[src/rtl/icache_line_fill.sv]
// Instruction-cache line fill engine: one burst read per miss, per-word data-array
// writes, then a tag/valid install; an icache invalidate aborts an in-flight fill.
module icache_line_fill #(
    parameter int unsigned LINE_WORDS = 8,
    parameter int unsigned NUM_SETS   = 64,
    localparam int unsigned OW        = $clog2(LINE_WORDS),
    localparam int unsigned SW        = $clog2(NUM_SETS),
    localparam int unsigned TW        = 32 - SW - OW - 2
) (
    input  logic          clk,
    input  logic          rst,
    input  logic          miss_valid,
    input  logic [31:0]   miss_addr,
    input  logic          wb_icache_invalidate,
    output logic          fill_busy,
    output logic          mem_req_valid,
    input  logic          mem_req_ready,
    output logic [31:0]   mem_req_addr,
    output logic [7:0]    mem_req_len,
    input  logic          mem_rsp_valid,
    input  logic [31:0]   mem_rsp_data,
    output logic          line_wr_en,
    output logic [SW-1:0] line_wr_set,
    output logic [OW-1:0] line_wr_word,
    output logic [31:0]   line_wr_data,
    output logic          tag_wr_en,
    output logic [SW-1:0] tag_wr_set,
    output logic [TW-1:0] tag_wr_tag,
    output logic          fill_done,
    output logic          fill_aborted
);

    localparam int unsigned OFF       = OW + 2;
    localparam logic [31:0] LINE_MASK = 32'(LINE_WORDS * 4 - 1);
    localparam logic [OW-1:0] LAST    = OW'(LINE_WORDS - 1);
    localparam logic [7:0] REQ_LEN    = 8'(LINE_WORDS - 1);

    typedef enum logic [2:0] {
        IDLE  = 3'd0,
        REQ   = 3'd1,
        DATA  = 3'd2,
        TAG   = 3'd3,
        DRAIN = 3'd4
    } state_t;

    state_t        state_q, state_d;
    logic [OW-1:0] cnt_q, cnt_d;
    logic          abort_q, abort_d;
    logic          drained_q, drained_d;
    logic [31:0]   addr_q, addr_d;
    logic          wr_d;

    // Next-state, counter and abort bookkeeping
    always_comb begin
        state_d   = state_q;
        cnt_d     = cnt_q;
        abort_d   = abort_q;
        drained_d = drained_q;
        addr_d    = addr_q;
        wr_d      = 1'b0;
        unique case (state_q)
            IDLE: begin
                if (miss_valid && !wb_icache_invalidate) begin
                    addr_d  = miss_addr & ~LINE_MASK;
                    abort_d = 1'b0;
                    state_d = REQ;
                end
            end
            REQ: begin
                if (wb_icache_invalidate) abort_d = 1'b1;
                if (mem_req_ready) begin
                    cnt_d     = '0;
                    drained_d = 1'b0;
                    state_d   = (abort_q || wb_icache_invalidate) ? DRAIN : DATA;
                end
            end
            DATA: begin
                if (wb_icache_invalidate) begin
                    // The beat coinciding with the invalidate is dropped, not written
                    state_d = DRAIN;
                    if (mem_rsp_valid) begin
                        cnt_d     = cnt_q + OW'(1);
                        drained_d = (cnt_q == LAST);
                    end
                end else if (mem_rsp_valid) begin
                    wr_d  = 1'b1;
                    cnt_d = cnt_q + OW'(1);
                    if (cnt_q == LAST) state_d = TAG;
                end
            end
            DRAIN: begin
                if (drained_q) begin
                    state_d = IDLE;
                end else if (mem_rsp_valid) begin
                    cnt_d = cnt_q + OW'(1);
                    if (cnt_q == LAST) state_d = IDLE;
                end
            end
            TAG:     state_d = IDLE;
            default: state_d = IDLE;
        endcase
    end

    // State and control registers
    always_ff @(posedge clk or posedge rst) begin
        if (rst) begin
            state_q   <= IDLE;
            cnt_q     <= '0;
            abort_q   <= 1'b0;
            drained_q <= 1'b0;
            addr_q    <= '0;
        end else begin
            state_q   <= state_d;
            cnt_q     <= cnt_d;
            abort_q   <= abort_d;
            drained_q <= drained_d;
            addr_q    <= addr_d;
        end
    end

    // Registered outputs derived from the next state
    always_ff @(posedge clk or posedge rst) begin
        if (rst) begin
            fill_busy     <= 1'b0;
            mem_req_valid <= 1'b0;
            mem_req_addr  <= '0;
            mem_req_len   <= '0;
            line_wr_en    <= 1'b0;
            line_wr_set   <= '0;
            line_wr_word  <= '0;
            line_wr_data  <= '0;
            tag_wr_en     <= 1'b0;
            tag_wr_set    <= '0;
            tag_wr_tag    <= '0;
            fill_done     <= 1'b0;
            fill_aborted  <= 1'b0;
        end else begin
            fill_busy     <= (state_d != IDLE);
            mem_req_valid <= (state_d == REQ);
            mem_req_addr  <= (state_d == REQ) ? addr_d : '0;
            mem_req_len   <= (state_d == REQ) ? REQ_LEN : '0;
            line_wr_en    <= wr_d;
            if (wr_d) begin
                line_wr_set  <= addr_q[OFF +: SW];
                line_wr_word <= cnt_q;
                line_wr_data <= mem_rsp_data;
            end
            tag_wr_en     <= (state_d == TAG);
            fill_done     <= (state_d == TAG);
            if (state_d == TAG) begin
                tag_wr_set <= addr_q[OFF +: SW];
                tag_wr_tag <= addr_q[31 -: TW];
            end
            fill_aborted  <= (state_q == DRAIN) && (state_d == IDLE);
        end
    end

    // Response beats are only legal while a burst is outstanding
    assert property (@(posedge clk) disable iff (rst)
        mem_rsp_valid |-> (state_q == DATA || state_q == DRAIN));

endmodule
[config.mk]
export PLATFORM = sky130hd
export DESIGN_NAME = icache_line_fill
export DESIGN_NICKNAME = d
export VERILOG_FILES = /design/src/rtl/icache_line_fill.sv
export SDC_FILE = /design/constraint.sdc
export NUM_CORES = 1
export LEC_CHECK = 0
export CAP_MARGIN = 20
export CORE_UTILIZATION = 46
export DETAILED_ROUTE_END_ITERATION = 10
export GPL_TIMING_DRIVEN = 0
export PLACE_DENSITY = 0.8
export SYNTH_ARGS = -nofsm -noshare
export SYNTH_HDL_FRONTEND = slang
export SYNTH_SLANG_ARGS = --single-unit
[constraint.sdc]
create_clock -name clk -period 6.01 [get_ports clk]
set_input_delay 1.202 -clock clk [delete_from_list [all_inputs] [get_ports clk]]
set_output_delay 1.202 -clock clk [all_outputs]
set_load 0.05 [all_outputs]
# After elaboration in Yosys (flattened, before gate mapping)
# Index checks and enable logic that the tools add are counted.
[word_totals]
out_inout_bits = 114
input_bits = 70
register_bits = 148
word_cells = 71
[classes]
muxes = 28
n_eq_ne = 12
reduce_logical = 13
add_sub_neg = 1
[ops]
columns = ["op", "count"]
rows = [
  ["$mux 32", 3],
  ["$mux 3", 13],
  ["$ne 2x2->1 const B", 6],
  ["$pmux 3 s4", 1],
  ["$pmux 3 s3", 1],
  ["$mux 1", 8],
  ["$eq 3x1->1 const B", 2],
  ["$eq 3x2->1 const B", 2],
  ["$eq 3x3->1 const B", 2],
  ["$logic_not 3->1", 2],
  ["$reduce_and 3->1", 2],
  ["$reduce_bool 3->1", 2],
  ["$pmux 1 s2", 2],
  ["$reduce_and 4->1", 1],
  ["$reduce_bool 2->1", 2],
  ["$add 3x1->3 const B", 1],
  ["$logic_and 1x1->1", 2],
  ["$logic_not 1->1", 1],
  ["$logic_or 1x1->1", 1],
]

# Depth between registers and ports, before layout
[logic_depth]
word_depth = 7
mapped_depth = 6
ltp_nobuf = 5

# Least setup slack after synthesis
# No wires, ideal clock.
[synth_path]
path_type = "input -> register"
from = "input wb_icache_invalidate"
to = "register mem_req_addr[19]"
setup_ns = 0.136
path_buffers = 3
cell_stages = 6
arrival_time_ns = 2.343
setup_slack_ns = 3.531
t_required_ns = 5.874
path_cell_list = "buf_6 -> or4_4 -> buf_6 -> buf_6 -> o21ai_0 -> a21oi_1"
[synth_between]
elab_chain_len = 6
word_cells_on_any_way = 12
cone_classes = "1 x eq/ne; 8 x mux; 3 x reduce/logical"
[synth_rtl]
columns = ["element", "line", "source"]
rows = [
  ["start, declared", "14", "input logic wb_icache_invalidate,"],
  ["$logic_or 1x1->1 / $logic_not 1->1 (equally long branches)", "74, 63", ""],
  ["$mux 3 / $logic_and 1x1->1 (equally long branches)", "74, 63", ""],
  ["$mux 3, on equally long branches", "71, 63", ""],
  ["$pmux 3 s4", "61", "unique case (state_q)"],
  ["$eq 3x1->1", "140", "mem_req_addr <= (state_d == REQ) ? addr_d : '0;"],
  ["$mux 32 (*)", "140", ""],
  ["end signal, assigned", "140", ""],
  ["end, declared", "18", "output logic [31:0] mem_req_addr,"],
]
# Mark *: on every way between the ends. The rest lies on a longest branch, timed or not.
# A chain may end at the register's enable or synchronous reset.

==> reports/results.ini <==
[outcome]
run_status=finished with violations
violations_in_the_final_reports=design-rule violations

[critical_path]
required_ps=4810
cpLargestDelayFamily=buffers and inverters
arrival_ps=1760
worst_setup_path_end_kind=output port
r2r_start=state_q[2]
cp_num_buf_inv=2
cp_slowest_stage_delay_ps=800
criticalPathCategory=reg2out
setup.worst_path.start=mem_req_len[1]
worstSetupStartpointType=flip-flop
critical_path_s_slowest_cell=sky130_fd_sc_hd__clkdlybuf4s50_1
critical_path_peak_fanout=4
path_cells=buf_4 > clkdlybuf4s50_1

[clock_network]
clock_tree.htree_level_count=4
cts_num_sinks=145
worst_skew_pair.late_latency_ps=410
number_of_buffers_created_by_cts=17
clkSlewWorstSetupHoldPaths_ps=60
ctsRootBufferMaster=sky130_fd_sc_hd__clkbuf_16
postCtsSetupRepairBufs=0
cts_hold_buf=0
tritoncts=done
postCtsResizedCells=0
cts_max_path_buffers=2

[drt]
detail_route.wl_per_cell_um=17.7
detailedRoute.firstPassIterationCount=9
num_vias=3963
detail_route.wirelength_um=13600
postRouteAntennaNets=0
detail_route.vias_per_cell=5.16
post-route-drc-count=20
detailedRoute.firstIterationViolations=152

[sta]
max_slew.worst_pin.slew_ps=779
fin_crit_ps=2960
rsz0062_at_grt=false
timing_max_transition_violations_final=0
hold_viol_final=0
slew_headroom_pct=47.7
setup_viol=0
fmax_mhz=338
clock-skew-final_ps=4.34
fin_crit_sh_pct=49.2

[floorplan]
die_span_x_um=112
floorplan.die_area_sq_mm=0.0125
placement_rows=39
start_util_pct=47.9
core_region_area_sq_mm=0.0116
fp.dieH_um=112
floorplan.io_pins=184

[synth]
synth_edf_count=0
part_of_the_yosys_area_used_for_sequential_elements_pct=65.4
synthCells=416
post_synth_main_area_contributors=sky130_fd_sc_hd__dfrtp_1 65%, sky130_fd_sc_hd__mux2_2 14%, sky130_fd_sc_hd__a21oi_1 2.7%
synth_most_common_cell=sky130_fd_sc_hd__dfrtp_1
post-synth-top-area-fraction_pct=65.4
post_synth_num_cell_types=35
synth-seq-cells=145
postSynthAreaPerCell_sq_um=13.3
synth.yosys.warnings=0
synthArstFlopShare_pct=100
most_area_hungry_cell_type_in_the_yosys_netlist=sky130_fd_sc_hd__dfrtp_1
synth.top_cells.by_count=145 x sky130_fd_sc_hd__dfrtp_1, 71 x sky130_fd_sc_hd__mux2_2, 31 x sky130_fd_sc_hd__nand2_1
synth_area_sq_mm=0.00554
yosys_most_used_dff=sky130_fd_sc_hd__dfrtp_1

[job]
maxCapViolations=0

[hold_path]
worstHoldStart=addr_q[4]
holdCritPathClass=reg2reg

[pwr]
leak_nw=3.82
power_per_cell_area_mw_per_mm2=473
totalPowerFinal_w=0.00381
power.ir.vdd_worst_mv=0.239

[layout]
n_antenna_cell=0
area.growth.synth_to_final_pct=45.5
fraction_of_final_layout_cells_with_drive_strength_greater_than_1_pct=22.1
final_core_utilization_pct=69.7
fillCellCount=853
final_net_count=684

[grt]
global_route_wire_length_before_repair_um=22100
vias_in_the_first_global_route=4286
track_usage_pct=23.5
grt_start_max_net_pins=77
globalRoute.totalOverflow=0
number_of_antenna_violations_at_the_first_check_in_global_routing=0

[placement]
dp_hpwl_um=9450
numPortBuffers=172
gp_congestion=0.821

-- worst paths after layout --
check | cells after the start | slack [ps] | endpoint
worst max-delay path | 2 | 3050 | mem_req_len[0]
worst min-delay path | 1 | 490 | addr_q[4]
worst max register to register | 4 | 3950 | addr_q[3]
worst min register to register | 1 | 490 | addr_q[4]
max in group asynchronous | 3 | 3940 | tag_wr_tag[2]
min in group asynchronous | 2 | 1290 | mem_req_addr[1]
-- layout by cell type, fill, tap and decap left out, types with 2 or more instances in the layout --
master,instances
sky130_fd_sc_hd__dfrtp_1,145
sky130_fd_sc_hd__clkinvlp_4,2
sky130_fd_sc_hd__ha_1,2
sky130_fd_sc_hd__nor3b_1,3
sky130_fd_sc_hd__clkdlybuf4s50_1,172
sky130_fd_sc_hd__clkinv_2,8
sky130_fd_sc_hd__conb_1,5
sky130_fd_sc_hd__nor2b_1,3
sky130_fd_sc_hd__clkbuf_8,2
sky130_fd_sc_hd__nor2_1,5
sky130_fd_sc_hd__mux2_2,71
sky130_fd_sc_hd__clkbuf_16,17
sky130_fd_sc_hd__clkbuf_1,5
sky130_fd_sc_hd__and2_1,5
sky130_fd_sc_hd__o21ai_0,15
sky130_fd_sc_hd__o21ai_1,14
sky130_fd_sc_hd__nand2_1,31
sky130_fd_sc_hd__nand3_1,27
sky130_fd_sc_hd__buf_2,15
sky130_fd_sc_hd__buf_4,9
sky130_fd_sc_hd__bufinv_16,2
sky130_fd_sc_hd__buf_6,6
sky130_fd_sc_hd__inv_1,6
sky130_fd_sc_hd__and3_1,7
sky130_fd_sc_hd__a21oi_1,30
-- metal layers --
layer,global-route usage [%],up-vias,wire length [um],share of wire (%)
met5,0,-,0,0
met4,8.56,0,66,0.49
met3,8.17,6,1200,8.8
met2,42.2,154,7270,53
met1,25.4,1980,5060,37
li1,-,1823,-,-
-- state kept, by name, indices dropped and copies added, names as in the netlist --
name / count
addr_q: 32
line_wr_set: 6
fill_busy: 1
abort_q: 1
line_wr_en: 1
fill_done: 1
line_wr_data: 32
cnt_q: 3
drained_q: 1
state_q: 3
mem_req_len: 1
mem_req_addr: 32
line_wr_word: 3
tag_wr_set: 6
tag_wr_tag: 21
fill_aborted: 1
-- report_power, final --
part	total (W)	leakage, nW	internal (W)	switching, W
Clock	0.00101	0.285	0.000626	0.000387
Sequential	0.00136	1.94	0.00123	0.000133
Combinational	0.00144	1.59	0.000511	0.000929
Total	0.00381	3.82	0.00236	0.00145
-- worst reg2reg max path, stage by stage, from the launching register on --
cell and delay, ps:
sky130_fd_sc_hd__dfrtp_1 410, sky130_fd_sc_hd__buf_2 210, sky130_fd_sc_hd__nor4_4 740, sky130_fd_sc_hd__nand2_1 330, sky130_fd_sc_hd__and2_1 260
-- per-stage QoR --
| stage | setup TNS, ps | setup slack, ps | hold slack, ps | cells | area (sq um) |
|---|---|---|---|---|---|
| 2_1_floorplan | 0 | 913 | 444 | 420 | 5560 |
| 3_3_place_gp | -111970 | -783 | 460 | 735 | 7460 |
| 5_1_grt | 0 | 3010 | 506 | 768 | 8060 |
| 4_1_cts | 0 | 3030 | 492 | 768 | 8060 |
| 6_report | 0 | 3050 | 491 | 768 | 8060 |
| 3_5_place_dp | 0 | 2760 | 470 | 736 | 7490 |
-- cell type report --
cell class,count,area (sq um),share of cell area [%]
buffer,34,225,2.79
clock buffer,20,457,5.66
clock inverter,12,115,1.43
inverter,7,31.3,0.388
multi-input combinational,234,1680,20.8
sequential,145,3630,45.0
tap,143,179,2.22
timing repair buffer,173,1750,21.7
-- logic make-up (layout without fill, tap and decap cells) --
family / count (synthesis) / in the layout / share of synthesized area, %
XOR/XNOR: 1 / 1 / 0.158
AND/OR/NAND/NOR: 90 / 90 / 8.55
flip-flops: 145 / 145 / 65.4
buffers and inverters: 41 / 246 / 4.54
AO/OA/AOI/OAI: 65 / 65 / 6.36
other: 1 / 5 / 0.0676
adder cells (fa/ha/maj): 2 / 2 / 0.451
multiplexers: 71 / 71 / 14.4
(Power assumes the default switching activity.)
==> RTL edit 1, RTL diff (same flow settings) <==
Take the reset off `mem_req_addr` and `mem_req_len` and load them in a clocked block of their own.
--- a/src/rtl/icache_line_fill.sv
+++ b/src/rtl/icache_line_fill.sv
@@ -123,8 +123,6 @@
         if (rst) begin
             fill_busy     <= 1'b0;
             mem_req_valid <= 1'b0;
-            mem_req_addr  <= '0;
-            mem_req_len   <= '0;
             line_wr_en    <= 1'b0;
             line_wr_set   <= '0;
             line_wr_word  <= '0;
@@ -137,8 +135,6 @@
         end else begin
             fill_busy     <= (state_d != IDLE);
             mem_req_valid <= (state_d == REQ);
-            mem_req_addr  <= (state_d == REQ) ? addr_d : '0;
-            mem_req_len   <= (state_d == REQ) ? REQ_LEN : '0;
             line_wr_en    <= wr_d;
             if (wr_d) begin
                 line_wr_set  <= addr_q[OFF +: SW];
@@ -155,6 +151,11 @@
         end
     end
 
+    always_ff @(posedge clk) begin
+        mem_req_addr <= (state_d == REQ) ? addr_d : '0;
+        mem_req_len  <= (state_d == REQ) ? REQ_LEN : '0;
+    end
+
     // Response beats are only legal while a burst is outstanding
     assert property (@(posedge clk) disable iff (rst)
         mem_rsp_valid |-> (state_q == DATA || state_q == DRAIN));
Behaviour: not the same (Yosys sat finds a counterexample within 4 cycles, from zero or initial values and one cycle with rst high).
==> RTL edit 1 against the unedited design <==
  * Worst setup slack better by 0.092 ns
  * Sequential cell count is 1 higher
  * Highest routed layer unchanged
  * Design area shrank 1.3%
  * Synthesized area down 1.9%
  * Routed wire length shrank 6.3%
  * First-iteration DRC count shrank 5.3%
  * Via count is 1.7% lower
  * Power is essentially flat
==> RTL edit 1: results (changes against the unedited design) <==
first-pass GRT wire length=21,000 um (was 22,130 um); Max VDD drop=0.3237 mV (was 0.2394 mV); fraction of area in registers=0.4385 (was 0.4500); ranking of synthesized cells by area=dfrtp_1 52%, mux2_2 14%, dfxtp_1 12% (was dfrtp_1 65%, mux2_2 14%, a21oi_1 2.7%); number of clock buffers in the layout=28 (was 20); ClkCell Share=0.07188 (was 0.07091); max-cap violation count=0 (unchanged); Final Routed Wirelength=12,750 um (was 13,600 um); final net count=686 (was 684); Hold Path End=addr_q[1] (was addr_q[4]); Netlist cell types=38 (was 35); reg2reg end=addr_q[4] (was addr_q[3]); Fill cells=833 (was 853); number of global-route vias before repair=4,112 (was 4,286); invs w/o clock=8 (was 7); clk_lat worst skew=around 0.42 ns; Critical Path AT=1.66 ns (was 1.76 ns); drt pass-1 iters=4 (was 9); register area share after synthesis=0.6415 (was 0.6545); gpl congestion=0.8114 (was 0.8205); GRT Util Overall=0.2240 (was 0.2345); WHS=0.4782 ns (was 0.4909 ns); clock skew after layout=0.005586 ns (was 0.004342 ns); worst reg2reg setup slack=3.96 ns (was 3.95 ns); Non-clock buffers=206 (was 207); antenna violations before repair=0 (unchanged); Multi-input comb cells=235 (was 234); outcome=complete, no violations (was finished, violations left); fraction of layout cells with a size suffix above 1=0.2169 (was 0.2208); static leakage=3.675 nW (was 3.819 nW); largest net degree at the start of global routing=63 (was 77); hpwl dp=9029 um (was 9453 um); Hold Crit Start=addr_q[1] (was addr_q[4]); fraction of registers with async set/reset=0.7740 (was 1.000); share of cell area taken by multi-input logic gates=0.2153 (was 0.2082); Worst-Margin Slew=0.7913 ns (was 0.7789 ns)
==> RTL edit 1: report_power, final <==
group | internal (W) | switching, W | total [W]
Combinational | 0.000515 | 0.000922 | 0.00144
Clock | 0.000634 | 0.000370 | 0.00100
Sequential | 0.00123 | 0.000135 | 0.00137
Total | 0.00238 | 0.00143 | 0.00381
==> RTL edit 1: worst max-delay path by stage <==
stage | from | endpoint | slack [ns] | depth (start not counted)
floorplan | rst | abort_q | 1.82 | 1
global placement | rst | tag_wr_tag[6] | 0.30 | 2
detailed placement | miss_valid | mem_req_addr[18] | 2.74 | 6
CTS | mem_req_len[1] | mem_req_len[2] | 3.12 | 2
global route | miss_valid | mem_req_addr[18] | 3.05 | 6
finish | mem_req_len[1] | mem_req_len[2] | 3.14 | 2
==> RTL edit 1: cell families after synthesis <==
family / count (synthesis) / share of synthesized area
DFF: 146 / 0.6415
other: 1 / 0.0006896
AOI/OAI and AO/OA: 66 / 0.07179
buffers and inverters: 41 / 0.04625
adders and majority gates: 2 / 0.004601
muxes: 71 / 0.1470
and+or+nand+nor: 90 / 0.08652
xor gates and xnor gates: 1 / 0.001611
==> RTL edit 1: through the flow <==
step | cells | area [um2] | utilization | power [W] | worst slack (ns)
after floorplan | 422 | 5453 | - | 0.002327 | 1.821
after global placement | 737 | 7353 | 0.6412 | 0.002783 | 0.3016
after detailed placement | 738 | 7383 | 0.6439 | 0.002830 | 2.743
after CTS | 770 | 7955 | 0.6937 | 0.003838 | 3.123
after global routing | 770 | 7955 | 0.6937 | 0.003984 | 3.052
final | 770 | 7955 | 0.6937 | 0.003810 | 3.145
==> RTL edit 1: layer usage <==
metal,vias up,part of all wire,global-route usage
met4,0,0.023,0.09778
met5,-,0,0
met1,1864,0.40,0.2521
li1,1838,-,-
met2,169,0.50,0.3768
met3,23,0.075,0.08748
==> RTL edit 2, RTL diff (config.mk and constraints unchanged) <==
Without the edit above. Change the parameter `NUM_SETS` from 64 to 32.
--- a/src/rtl/icache_line_fill.sv
+++ b/src/rtl/icache_line_fill.sv
@@ -2,7 +2,7 @@
 // writes, then a tag/valid install; an icache invalidate aborts an in-flight fill.
 module icache_line_fill #(
     parameter int unsigned LINE_WORDS = 8,
-    parameter int unsigned NUM_SETS   = 64,
+    parameter int unsigned NUM_SETS   = 32,
     localparam int unsigned OW        = $clog2(LINE_WORDS),
     localparam int unsigned SW        = $clog2(NUM_SETS),
     localparam int unsigned TW        = 32 - SW - OW - 2
Interface: changed (resized line_wr_set, tag_wr_set and tag_wr_tag); port bits go from 184 to 183. No check against the original RTL was run, so the function may have changed too.
==> RTL edit 2 against the unedited design <==
  * Die area shrank 0.52%
  * Worst setup slack better by 0.044 ns
  * Worst hold slack worse by 0.011 ns
  * Sequential cell count down 1
  * Synthesized area shrank 0.52%
  * Critical endpoint unchanged
  * Register-to-register slack improved by 0.07 ns
  * The flow still finishes with violations (design-rule violations)
  * Power is 1.3% higher
  * Largest power group unchanged
  * Design area is essentially flat
  * Routed wire length down 4.1%
  * Largest cell class unchanged
  * Synthesized cell count shrank 0.48%
==> RTL edit 2: results (changes against the unedited design) <==
Final Routed Wirelength=13,040 um (was 13,600 um); worst slack, placed=2.731 ns (was 2.756 ns); Max transition margin=0.5513 (was 0.4769); non-clock buffer area fraction after layout=0.2447 (was 0.2448); Max VDD drop=0.1896 mV (was 0.2394 mV); GRT Util Overall=0.2228 (was 0.2345); final net count=681 (was 684); Placement Cell Area=0.007453 mm2 (was 0.007492 mm2); static leakage=3.804 nW (was 3.819 nW); Critical Path AT=1.71 ns (was 1.76 ns); ranking of synthesized cells by area=dfrtp_1 65%, mux2_2 14%, a21oi_1 2.7% (unchanged); ClkCell Share=0.07629 (was 0.07091); register area share after synthesis=0.6534 (was 0.6545); share of cell area taken by multi-input logic gates=0.2064 (was 0.2082); Hold Path End=addr_q[0] (was addr_q[4]); Hold Path Class=reg2reg (unchanged); Int Pwr=0.002419 W (was 0.002363 W); Placed Cells=733 (was 736); DR iter-0 viols=183 (was 152); gpl congestion=0.8124 (was 0.8205); fraction of layout cells with a size suffix above 1=0.2126 (was 0.2208); failing checks=design-rule violations (unchanged); DR WL/cell=17.07 um (was 17.71 um); number of global-route vias before repair=4,191 (was 4,286); drt pass-1 iters=7 (was 9); Critical Path Max Stage Delay=0.78 ns (was 0.80 ns); vias per cell=5.139 (was 5.160); Hold Crit Start=addr_q[0] (was addr_q[4]); fraction of area in registers=0.4466 (was 0.4500); worst reg2reg setup slack=4.02 ns (was 3.95 ns); r2r startpoint=state_q[2] (unchanged); WHS=0.4797 ns (was 0.4909 ns); Final Cycle Share=0.4847 (was 0.4921); FFs & Latches=144 (was 145); DRC=20 (unchanged); first-pass GRT wire length=21,470 um (was 22,130 um); synth cell count leaders=144 x dfrtp_1, 68 x mux2_2, 31 x nand2_1 (was 145 x dfrtp_1, 71 x mux2_2, 31 x nand2_1); number of clock buffers in the layout=19 (was 20); Avg Cell Area, Syn=13.32 um2 (was 13.33 um2); I/O Buffers=171 (was 172); outcome=finished, violations left (unchanged); hpwl dp=9273 um (was 9453 um); Multi-input comb cells=233 (was 234)
[RTL edit 2: cell count changes after synthesis, sizes merged]
cell and change:
dfrtp -1, mux2 -1
[RTL edit 2: logic make-up after synthesis]
kind of cell,Yosys count,synth area share
mux,70,0.1429
compound gates,65,0.06397
fa+ha+maj,2,0.004536
buf+inv,41,0.04741
flops,144,0.6534
xor+xnor,1,0.001588
simple gates,90,0.08553
other cells,1,0.0006799
[RTL edit 2: power groups by stage]
stage,combinational [W],sequential (W),clock [W]
6_report,0.00142,0.00135,0.00109
5_1_grt,0.00150,0.00138,0.00115
3_5_place_dp,0.00143,0.00136,0
4_1_cts,0.00143,0.00135,0.00111
2_1_floorplan,0.000424,0.00186,0
3_3_place_gp,0.00140,0.00135,0
[RTL edit 2: layer usage]
metal	track usage	wire length, um
met1	0.2759	5297
met2	0.3633	6345
met3	0.07730	1211
met4	0.08108	188
met5	0	0
[RTL edit 2: critical path, delay by kind of cell (launching register included)]
family	cells	cell delay [ns]
buf+inv	2	0.90
flops	1	0.40
